File: src/rtl/ice40_reset_pkg.sv
// Shared types and default constants for the ice40 reset sequencer.
package ice40_reset_pkg;

  localparam int unsigned DEF_NUM_STAGES  = 4;
  localparam int unsigned DEF_STAGE_DLY   = 16;
  localparam int unsigned DEF_SOFT_HOLD   = 8;
  localparam int unsigned DEF_SYNC_STAGES = 2;
  localparam int unsigned DEF_WDT_W       = 20;

  typedef enum logic [2:0] {
    HOLD        = 3'd0,
    RELEASE     = 3'd1,
    RUN         = 3'd2,
    SOFT_ASSERT = 3'd3,
    ACK         = 3'd4
  } reset_state_e;

  // Larger of two unsigned values, for sizing shared counters.
  function automatic int unsigned max_u(input int unsigned a, input int unsigned b);
    return (a > b) ? a : b;
  endfunction

endpackage

File: src/rtl/ice40_resetn_sync.sv
// Async-assert / sync-deassert reset synchronizer producing srst_n.
module ice40_resetn_sync
  import ice40_reset_pkg::*;
#(
  parameter int unsigned SYNC_STAGES = DEF_SYNC_STAGES
) (
  input  logic clk,
  input  logic resetn,
  output logic srst_n
);

  logic [SYNC_STAGES-1:0] sync_q;

  // Shift ones in after release; clear the whole chain as soon as resetn drops.
  always_ff @(posedge clk or negedge resetn) begin
    if (!resetn) begin
      sync_q <= '0;
    end else begin
      sync_q <= {sync_q[SYNC_STAGES-2:0], 1'b1};
    end
  end

  assign srst_n = sync_q[SYNC_STAGES-1];

endmodule

File: src/rtl/ice40_reset_seq.sv
// Staged reset release sequencer with soft-reset handshake.
// Optional watchdog enabled by defining RESET_SEQ_WDT_EN.
module ice40_reset_seq
  import ice40_reset_pkg::*;
#(
  parameter int unsigned NUM_STAGES  = DEF_NUM_STAGES,
  parameter int unsigned STAGE_DLY   = DEF_STAGE_DLY,
  parameter int unsigned SYNC_STAGES = DEF_SYNC_STAGES,
  parameter int unsigned SOFT_HOLD   = DEF_SOFT_HOLD,
  parameter int unsigned WDT_W       = DEF_WDT_W
) (
  input  logic                  clk,
  input  logic                  resetn,
  input  logic                  soft_req,
  input  logic                  wdt_kick,
  output logic [NUM_STAGES-1:0] stage_resetn,
  output logic                  done,
  output logic                  soft_ack,
  output logic                  wdt_fired
);

  localparam int unsigned CNT_W = $clog2(max_u(STAGE_DLY, SOFT_HOLD)) + 1;
  localparam int unsigned IDX_W = (NUM_STAGES > 1) ? $clog2(NUM_STAGES) : 1;

  logic                  srst_n;
  reset_state_e          state_q, state_d;
  logic [CNT_W-1:0]      cnt_q, cnt_d;
  logic [IDX_W-1:0]      idx_q, idx_d;
  logic [NUM_STAGES-1:0] stage_q, stage_d;
  logic                  done_q, done_d;
  logic                  ack_q, ack_d;
  logic                  wdt_trip_c;

  ice40_resetn_sync #(
    .SYNC_STAGES(SYNC_STAGES)
  ) u_sync (
    .clk   (clk),
    .resetn(resetn),
    .srst_n(srst_n)
  );

  // Sequencer state register; srst_n asserts asynchronously with resetn.
  always_ff @(posedge clk or negedge srst_n) begin
    if (!srst_n) begin
      state_q <= HOLD;
      cnt_q   <= '0;
      idx_q   <= '0;
      stage_q <= '0;
      done_q  <= 1'b0;
      ack_q   <= 1'b0;
    end else begin
      state_q <= state_d;
      cnt_q   <= cnt_d;
      idx_q   <= idx_d;
      stage_q <= stage_d;
      done_q  <= done_d;
      ack_q   <= ack_d;
    end
  end

  // Next-state and next-output logic.
  always_comb begin
    state_d = state_q;
    cnt_d   = cnt_q;
    idx_d   = idx_q;
    stage_d = stage_q;
    done_d  = done_q;
    ack_d   = ack_q;
    case (state_q)
      HOLD: begin
        if (cnt_q == CNT_W'(STAGE_DLY - 1)) begin
          stage_d = NUM_STAGES'(1);
          cnt_d   = '0;
          idx_d   = IDX_W'(1);
          if (NUM_STAGES == 1) begin
            state_d = RUN;
            done_d  = 1'b1;
          end else begin
            state_d = RELEASE;
          end
        end else begin
          cnt_d = cnt_q + CNT_W'(1);
        end
      end
      RELEASE: begin
        if (cnt_q == CNT_W'(STAGE_DLY - 1)) begin
          stage_d = stage_q | (NUM_STAGES'(1) << idx_q);
          cnt_d   = '0;
          idx_d   = idx_q + IDX_W'(1);
          if (idx_q == IDX_W'(NUM_STAGES - 1)) begin
            state_d = RUN;
            done_d  = 1'b1;
          end
        end else begin
          cnt_d = cnt_q + CNT_W'(1);
        end
      end
      RUN: begin
        if (soft_req || wdt_trip_c) begin
          state_d = SOFT_ASSERT;
          stage_d = '0;
          done_d  = 1'b0;
          cnt_d   = '0;
        end
      end
      SOFT_ASSERT: begin
        if (cnt_q == CNT_W'(SOFT_HOLD - 1)) begin
          state_d = ACK;
          ack_d   = 1'b1;
          cnt_d   = '0;
        end else begin
          cnt_d = cnt_q + CNT_W'(1);
        end
      end
      ACK: begin
        if (!soft_req) begin
          state_d = HOLD;
          ack_d   = 1'b0;
          cnt_d   = '0;
          idx_d   = '0;
        end
      end
      default: begin
        state_d = HOLD;
      end
    endcase
  end

`ifdef RESET_SEQ_WDT_EN
  localparam logic [WDT_W-1:0] WDT_LAST = {WDT_W{1'b1}} - WDT_W'(1);

  logic [WDT_W-1:0] wdt_cnt_q, wdt_cnt_d;
  logic             fired_q, fired_d;

  // Trip on the edge where the counter would reach all-ones without a kick.
  assign wdt_trip_c = (state_q == RUN) && !wdt_kick && (wdt_cnt_q == WDT_LAST);

  // Watchdog counts only while staying in RUN; kick or leaving RUN clears it.
  always_comb begin
    wdt_cnt_d = '0;
    fired_d   = fired_q | wdt_trip_c;
    if ((state_q == RUN) && (state_d == RUN) && !wdt_kick) begin
      wdt_cnt_d = wdt_cnt_q + WDT_W'(1);
    end
  end

  // Watchdog registers; the fired flag is sticky until resetn.
  always_ff @(posedge clk or negedge srst_n) begin
    if (!srst_n) begin
      wdt_cnt_q <= '0;
      fired_q   <= 1'b0;
    end else begin
      wdt_cnt_q <= wdt_cnt_d;
      fired_q   <= fired_d;
    end
  end

  assign wdt_fired = fired_q;
`else
  logic [WDT_W-1:0] wdt_unused_c;

  assign wdt_trip_c   = 1'b0;
  assign wdt_unused_c = {WDT_W{wdt_kick}};
  assign wdt_fired    = 1'b0;
`endif

  assign stage_resetn = stage_q;
  assign done         = done_q;
  assign soft_ack     = ack_q;

endmodule

File: config.mk
export PLATFORM = sky130hd
export DESIGN_NAME = ice40_reset_seq
export DESIGN_NICKNAME = d
export VERILOG_FILES = /design/src/rtl/ice40_reset_pkg.sv /design/src/rtl/ice40_resetn_sync.sv /design/src/rtl/ice40_reset_seq.sv
export SDC_FILE = /design/constraint.sdc
export NUM_CORES = 1
export LEC_CHECK = 0
export ABC_AREA = 1
export BUFFER_PORTS_ARGS = -buffer_cell sky130_fd_sc_hd__buf_2
export CORE_ASPECT_RATIO = 0.9
export CORE_MARGIN = 2
export CORE_UTILIZATION = 35
export CTS_CLUSTER_DIAMETER = 100
export DETAILED_ROUTE_END_ITERATION = 16
export GPL_ROUTABILITY_DRIVEN = 0
export SETUP_SLACK_MARGIN = 0.02
export SYNTH_ARGS = -nofsm -noshare
export SYNTH_HDL_FRONTEND = slang
export SYNTH_HIERARCHICAL = 1
export SYNTH_SLANG_ARGS = --single-unit
File: constraint.sdc
create_clock -name clk -period 0.8 [get_ports clk]
set_clock_uncertainty 0.1 [all_clocks]
set_input_delay 0.08 -clock clk [delete_from_list [all_inputs] [get_ports clk]]
set_output_delay 0.08 -clock clk [all_outputs]
set_load 0.03 [all_outputs]
==> results of run 1 <==
what timing repair did:
item | 4_1_cts | 5_1_grt
endpoints found under the setup margin | 22 | 22
hold endpoints to repair | 2 | 0
setup buffers | 5 | 5
gates cloned | 0 | 0
hold buffers | 1 | 0
resized for setup | 31 | 18
pin swaps | 4 | 16
cell usage in the layout (no fill, tap or decap), types with 2 or more instances in the layout:
cell / instances
o21ai_0: 5
nand4_1: 5
clkbuf_8: 4
ha_1: 4
dfrtp_2: 3
inv_6: 2
conb_1: 2
dfrtp_1: 15
nand2_4: 10
ha_4: 2
nor2_4: 4
nand2_1: 33
o21ai_1: 2
nand2_2: 9
inv_4: 3
nand3_2: 5
buf_4: 29
buf_2: 2
inv_2: 4
buf_6: 9
nand3_4: 2
nand3_1: 9
nor2_1: 14
inv_1: 9
worst paths after layout:
check | end | start | slack (ns) | depth (start not counted)
worst max-delay path | cnt_q[4] | cnt_q[0] | -0.66 | 8
worst min-delay path | u_sync/sync_q[0] | resetn | 0.03 | 2
worst max register to register | cnt_q[4] | cnt_q[0] | -0.66 | 8
worst min register to register | cnt_q[2] | u_sync/sync_q[1] | 0.09 | 1
max in group asynchronous | state_q[1] | u_sync/sync_q[1] | 0.30 | 1
min in group clk | state_q[2] | soft_req | 0.11 | 3
power by group through the flow:
stage / logic [mW] / registers, mW / clock network [mW]
final: 0.0420 / 0.916 / 0.755
after global routing: 0.0481 / 0.916 / 0.826
after CTS: 0.0438 / 0.915 / 0.784
after detailed placement: 0.0390 / 0.933 / 0
after global placement: 0.0382 / 0.933 / 0
after floorplan: 0.0125 / 0.944 / 0
cells by family (layout without fill, tap and decap cells):
kind of cell / Yosys count / in the layout / share of synthesized area, %
other: 2 / 2 / 0.587
and+or+nand+nor: 95 / 95 / 40.8
DFF: 18 / 18 / 35.2
adders and majority gates: 6 / 6 / 5.87
buffers and inverters: 23 / 65 / 9.98
AOI/OAI and AO/OA: 12 / 12 / 7.53
through the flow:
step	setup TNS [ns]	worst slack, ns	hold slack [ns]
CTS	-10.60	-0.648	0.0275
global route	-12.17	-0.718	0.0429
global placement	-9.20	-0.609	-0.235
finish	-10.78	-0.656	0.0310
detailed placement	-9.79	-0.673	-0.232
floorplan	-7.69	-0.562	-0.316
per-layer routing:
metal	global-route usage, %	vias to the layer above	part of all wire (%)
li1	-	583	-
met1	20.6	520	46
met2	27.0	11	50
met3	1.83	4	1.9
met4	8.16	0	1.6
met5	0	-	0
sequential cells by signal (all words and copies together), names as in the netlist:
register       count
cnt_q              5
done               1
idx_q              2
soft_ack           1
stage_resetn       4
state_q            3
u_sync/sync_q      2
critical path, stage by stage (launching register included):
cell and delay (ns):
dfrtp_1 0.41, ha_4 0.19, nand2_4 0.07, inv_4 0.08
nand2_4 0.05, ha_4 0.24, o21ai_2 0.13, nand2_1 0.06
nand2_1 0.05
cell type report:
type	instances	area share, %
multi-input cells	115	44.7
flip-flops and latches	18	24.6
repair buffers	42	19.5
inverters	19	5.23
clock buffers	4	2.99
well taps	44	2.99
==> results by group, run 1 <==
Placed design
  – Inst Count DP: ~230
  – Placed cell areas: 1530 µm²
  – Port bufs: 8
  – Post-DP HPWL: 2160 µm

Synthesis
  – Mapped Cells: roughly 160
  – Count leader, synth: nand2_1
  – Synth top area cells: dfrtp_1 35%, nand2_1 13%, ha_1 5.9%
  – YS warnings: 6
  – Ys async rst share: 100%
  – Synth unique cells: 27
  – Synth area leader: dfrtp_1
  – Synth Cell Area: between 1000 and 1500 µm²
  – Avg Inst Size Synth: 8.20 µm²
  – Synth Flop Type: dfrtp_1
  – Synthesis-stage register bit count: 18
  – EDFF count, synth: 0
  – Synth top cells by count: 43 x nand2_1, 18 x dfrtp_1, 14 x nor2_1, 13 x inv_1, 13 x nand3_1
  – Synthesized net count: ~170
  – Register area share after synthesis: 35.2%
  – Top-area cell type share of the netlist area: a little over a third

Global route
  – Pin count of the biggest net entering global routing: 17
  – First-pass GRT wire length: 4990 µm
  – GRT Util Overall: between 10% and 20%
  – Vias in the first global route: about 1,100
  – Grt total ovfl: 0
  – Initial antenna violation count: 0

Critical path
  – Data required, critical path: between 0.8 and 0.9 ns
  – WP data arrival: about 1.6 ns
  – Crit end category: flop
  – Worst Path Max Fanout: 3
  – Critical path type: flop to flop
  – Startpoint Class: flop

Routing
  – Final antenna-violating net count: 0
  – DRC viols: 0
  – Wire per inst: 12.2 µm
  – First-pass DRT Iterations: 4
  – Vias: 1,118
  – Post-Route WL: 2940 µm
  – Via/cell ratio: ~4.6
  – Initial DRC Count: 18

Power and ir drop
  – Int Pwr: between 1 and 1.5 mW
  – Sw Pwr: around 0.35 mW
  – Power consumption: 1.71 mW
  – Sequential power share: 53.5%
  – Clock power frac: 44.1%
  – Switching share of power: 20.4%
  – Gate power share: 2.5%
  – Pleak: roughly 0.95 nW
  – Pwr/cell area: 929 nW/µm²
  – Maximum vdd drop: 0.653 mV

Timing
  – Slew Limit Fails: 0
  – Crit share post-route: 182%
  – RSZ-0062 raised after global routing: true
  – Final setup violation count: 22
  – Highest Clock Rate: roughly 700 MHz
  – Final WS setup: -0.656 ns
  – Fin. Hold Viols: 0
  – Tmin final: approximately 1.5 ns

Layout
  – N_diodes: 0
  – Non-Filler Instances: around 240
  – Share of cells above drive strength 1: between 50% and 60%
  – Final Cell Area: approximately 1800 µm²
  – Register area: ~450 µm²
  – Fin util: 53.8%
  – Area Growth Syn to Fin: 44.1%
  – # fillers: between 200 and 300
  – Layout Nets: 209
  – Multi-input logic area: around 820 µm²

Clock tree
  – Root Buffer: clkbuf_8
  – Sinks on Clock Net: 18
  – Clock Latency Late Sink: ~0.25 ns
  – Max Buffers Root-to-Sink: 2
  – CTS Buf Count: 3
  – Worst-path clk slew: 0.07 ns
  – H-tree depth: 1
  – CTS tree: yes

Floorplan
  – Core Area: around 3400 µm²
  – Io pins: 11
  – Die width: 67.7 µm
  – Initial core utilization: between 30% and 40%
  – Die H: approximately 61 µm
  – Die area: slightly above 4000 µm²
  – FP Rows: 20

Run status
  – Failing checks: setup timing
  – Status: finished with violations

Job
  – Maxcap violations: 0

Worst hold path
  – Hold Path Class: primary input to async pin
Power figures use the tool's default switching activity.
==> run 2: changes to the inputs <==
--- a/config.mk
+++ b/config.mk
@@ -13,6 +13,7 @@
 export CTS_CLUSTER_DIAMETER = 100
 export DETAILED_ROUTE_END_ITERATION = 16
 export GPL_ROUTABILITY_DRIVEN = 0
+export MAX_ROUTING_LAYER = met4
 export SETUP_SLACK_MARGIN = 0.02
 export SYNTH_ARGS = -nofsm -noshare
 export SYNTH_HDL_FRONTEND = slang
==> results by group, run 2 (synthesis gave the netlist of run 1 again) <==
Layout
  – Final Cell Area: 1840 µm² (unchanged)
  – Most flops, register: cnt_q
  – Commonest non-fill, non-tap cell in the layout: nand2_1
  – # fillers: 291 (unchanged)
  – Layout Nets: 209 (unchanged)
  – Area Growth Syn to Fin: 44.1% (unchanged)
  – Fin util: 53.8% (unchanged)
  – Largest register FFs: 5 (unchanged)
  – Most frequent cells in the layout: 33 x nand2_1, 29 x buf_4, 15 x dfrtp_1
  – N_diodes: 0 (unchanged)
  – Share of cells above drive strength 1: 50.0% (unchanged)

Critical path
  – Data required, critical path: 0.89 ns (about the same)
  – Reg2reg end: cnt_q[4]
  – CP bufs+invs: 1 (unchanged)
  – CP max stage delay: 0.41 ns (about the same)
  – Crit end category: flop
  – Critical path type: flop to flop
  – Startpoint Class: flop
  – WP data arrival: 1.55 ns (about the same)
  – Cell family with most CP delay: adder cells
  – Reg-to-Reg Start: cnt_q[0]
  – Crit. path cell count: 8 (unchanged)
  – Worst reg2reg path depth: 8 (unchanged)
  – Critical-path top delay cell: dfrtp_1
  – R2R setup slack: -0.66 ns (about the same)
  – Worst Path Max Fanout: 3 (unchanged)
  – Worst-path cell chain: ha_4 -> nand2_4 -> inv_4 -> nand2_4 -> ha_4 -> o21ai_2 -> nand2_1 -> nand2_1

Floorplan
  – Io pins: 11 (unchanged)
  – Core Area: 3430 µm² (unchanged)
  – Die H: 61.3 µm (unchanged)
  – FP Rows: 20 (unchanged)
  – Die width: 67.7 µm (unchanged)
  – Initial core utilization: 37.3% (unchanged)
  – Die area: 4150 µm² (unchanged)

Global route
  – Grt total ovfl: 0 (unchanged)
  – Pin count of the biggest net entering global routing: 17 (unchanged)
  – First-pass GRT wire length: 5000 µm (+0.28%)
  – GRT Util Overall: 16.6% (+0.56 points)
  – Initial antenna violation count: 0 (unchanged)
  – Vias in the first global route: 1,143 (unchanged)

Timing
  – Worst Hold Slack: 0.0310 ns (+0.00000730 ns)
  – Final setup violation count: 22 (unchanged)
  – Slew Limit Fails: 0 (unchanged)
  – Highest Clock Rate: 687 MHz (about the same)
  – Fin. Hold Viols: 0 (unchanged)
  – RSZ-0062 raised after global routing: true
  – Crit share post-route: 182% (about the same)
  – Final WS setup: -0.656 ns (+0.00000100 ns)
  – TNS Setup: -10.78 ns (-0.000300 ns)
  – Tmin final: 1.46 ns (-0.00000100 ns)

Clock tree
  – Root Buffer: clkbuf_8
  – Sinks on Clock Net: 18 (unchanged)
  – Worst-path clk slew: 0.07 ns (about the same)
  – CTS tree: yes
  – Max Buffers Root-to-Sink: 2 (unchanged)
  – H-tree depth: 1 (unchanged)
  – CTS Buf Count: 3 (unchanged)
  – Clock Latency Late Sink: 0.25 ns (about the same)

Routing
  – Vias: 1,118 (unchanged)
  – DRC viols: 0 (unchanged)
  – Via/cell ratio: 4.62 (unchanged)
  – Final antenna-violating net count: 0 (unchanged)
  – First-pass DRT Iterations: 4 (unchanged)
  – Post-Route WL: 2940 µm (unchanged)
  – Initial DRC Count: 18 (unchanged)
  – Wire per inst: 12.2 µm (unchanged)

Power and ir drop
  – Pleak: 0.951 nW (unchanged)
  – Pwr/cell area: 929 nW/µm² (about the same)
  – Maximum vdd drop: 0.653 mV (unchanged)

Placed design
  – Placed cell areas: 1530 µm² (unchanged)
  – Post-DP HPWL: 2160 µm (unchanged)
  – Worst slack, placed: -0.673 ns (unchanged)
  – Port bufs: 8 (unchanged)

Run status
  – Failing checks: setup timing
  – Status: finished with violations

Job
  – Maxcap violations: 0 (unchanged)

Worst hold path
  – Hold Path Class: primary input to async pin
==> run 2: cell counts in the layout (fill, tap and decap cells not counted) <==
Identical to the previous run, type by type.
==> run 2: through the flow <==
stage / instances / total power [mW]
after floorplan: 156 / 0.957
after global placement: 227 / 0.971
after detailed placement: 227 / 0.972
after CTS: 237 / 1.74
after global routing: 242 / 1.79
final: 242 / 1.71
==> run 2: timing repair <==
| item | 4_1_cts | 5_1_grt |
|---|---|---|
| hold buffers | 1 | 0 |
| setup buffers | 5 | 5 |
| setup endpoints to repair | 22 | 22 |
| gates resized for setup | 31 | 18 |
| endpoints found under the hold margin | 2 | 0 |
| pin swaps | 4 | 16 |
==> run 2: worst reg2reg max path, stage by stage, from the launching register on <==
cell and delay (ns):
dfrtp_1 0.41, ha_4 0.19, nand2_4 0.07, inv_4 0.08, nand2_4 0.05, ha_4 0.24, o21ai_2 0.13, nand2_1 0.06
nand2_1 0.05
==> run 2: per-layer routing <==
metal / global-route usage, % / wire, µm
met1: 20.9 / 1370
met2: 27.0 / 1480
met3: 1.46 / 43
met4: 8.16 / 48
met5: - / 0
==> run 2: power breakdown <==
group / switching, mW / internal [mW] / leakage [nW] / total [mW]
Sequential: 0.00116 / 0.914 / 0.203 / 0.916
Clock: 0.317 / 0.437 / 0.0288 / 0.755
Combinational: 0.0299 / 0.0121 / 0.720 / 0.0420
Total: 0.348 / 1.36 / 0.951 / 1.71
==> run 2: how the worst max path moves through the flow <==
stage,start,end,slack [ns]
global route,cnt_q[0],stage_resetn[1],-0.72
CTS,cnt_q[1],cnt_q[4],-0.65
global placement,cnt_q[0],cnt_q[4],-0.61
floorplan,cnt_q[1],cnt_q[4],-0.56
finish,cnt_q[0],cnt_q[4],-0.66
detailed placement,cnt_q[0],cnt_q[4],-0.67
==> run 2: area by class of cell <==
cell class / count / area [µm²] / area share (%)
Tap cell: 44 / 55.1 / 2.99
Timing Repair Buffer: 42 / 359 / 19.5
Clock buffer: 4 / 55.1 / 2.99
Sequential cell: 18 / 454 / 24.6
Multi-Input combinational cell: 115 / 823 / 44.7
Inverter: 19 / 96.3 / 5.23
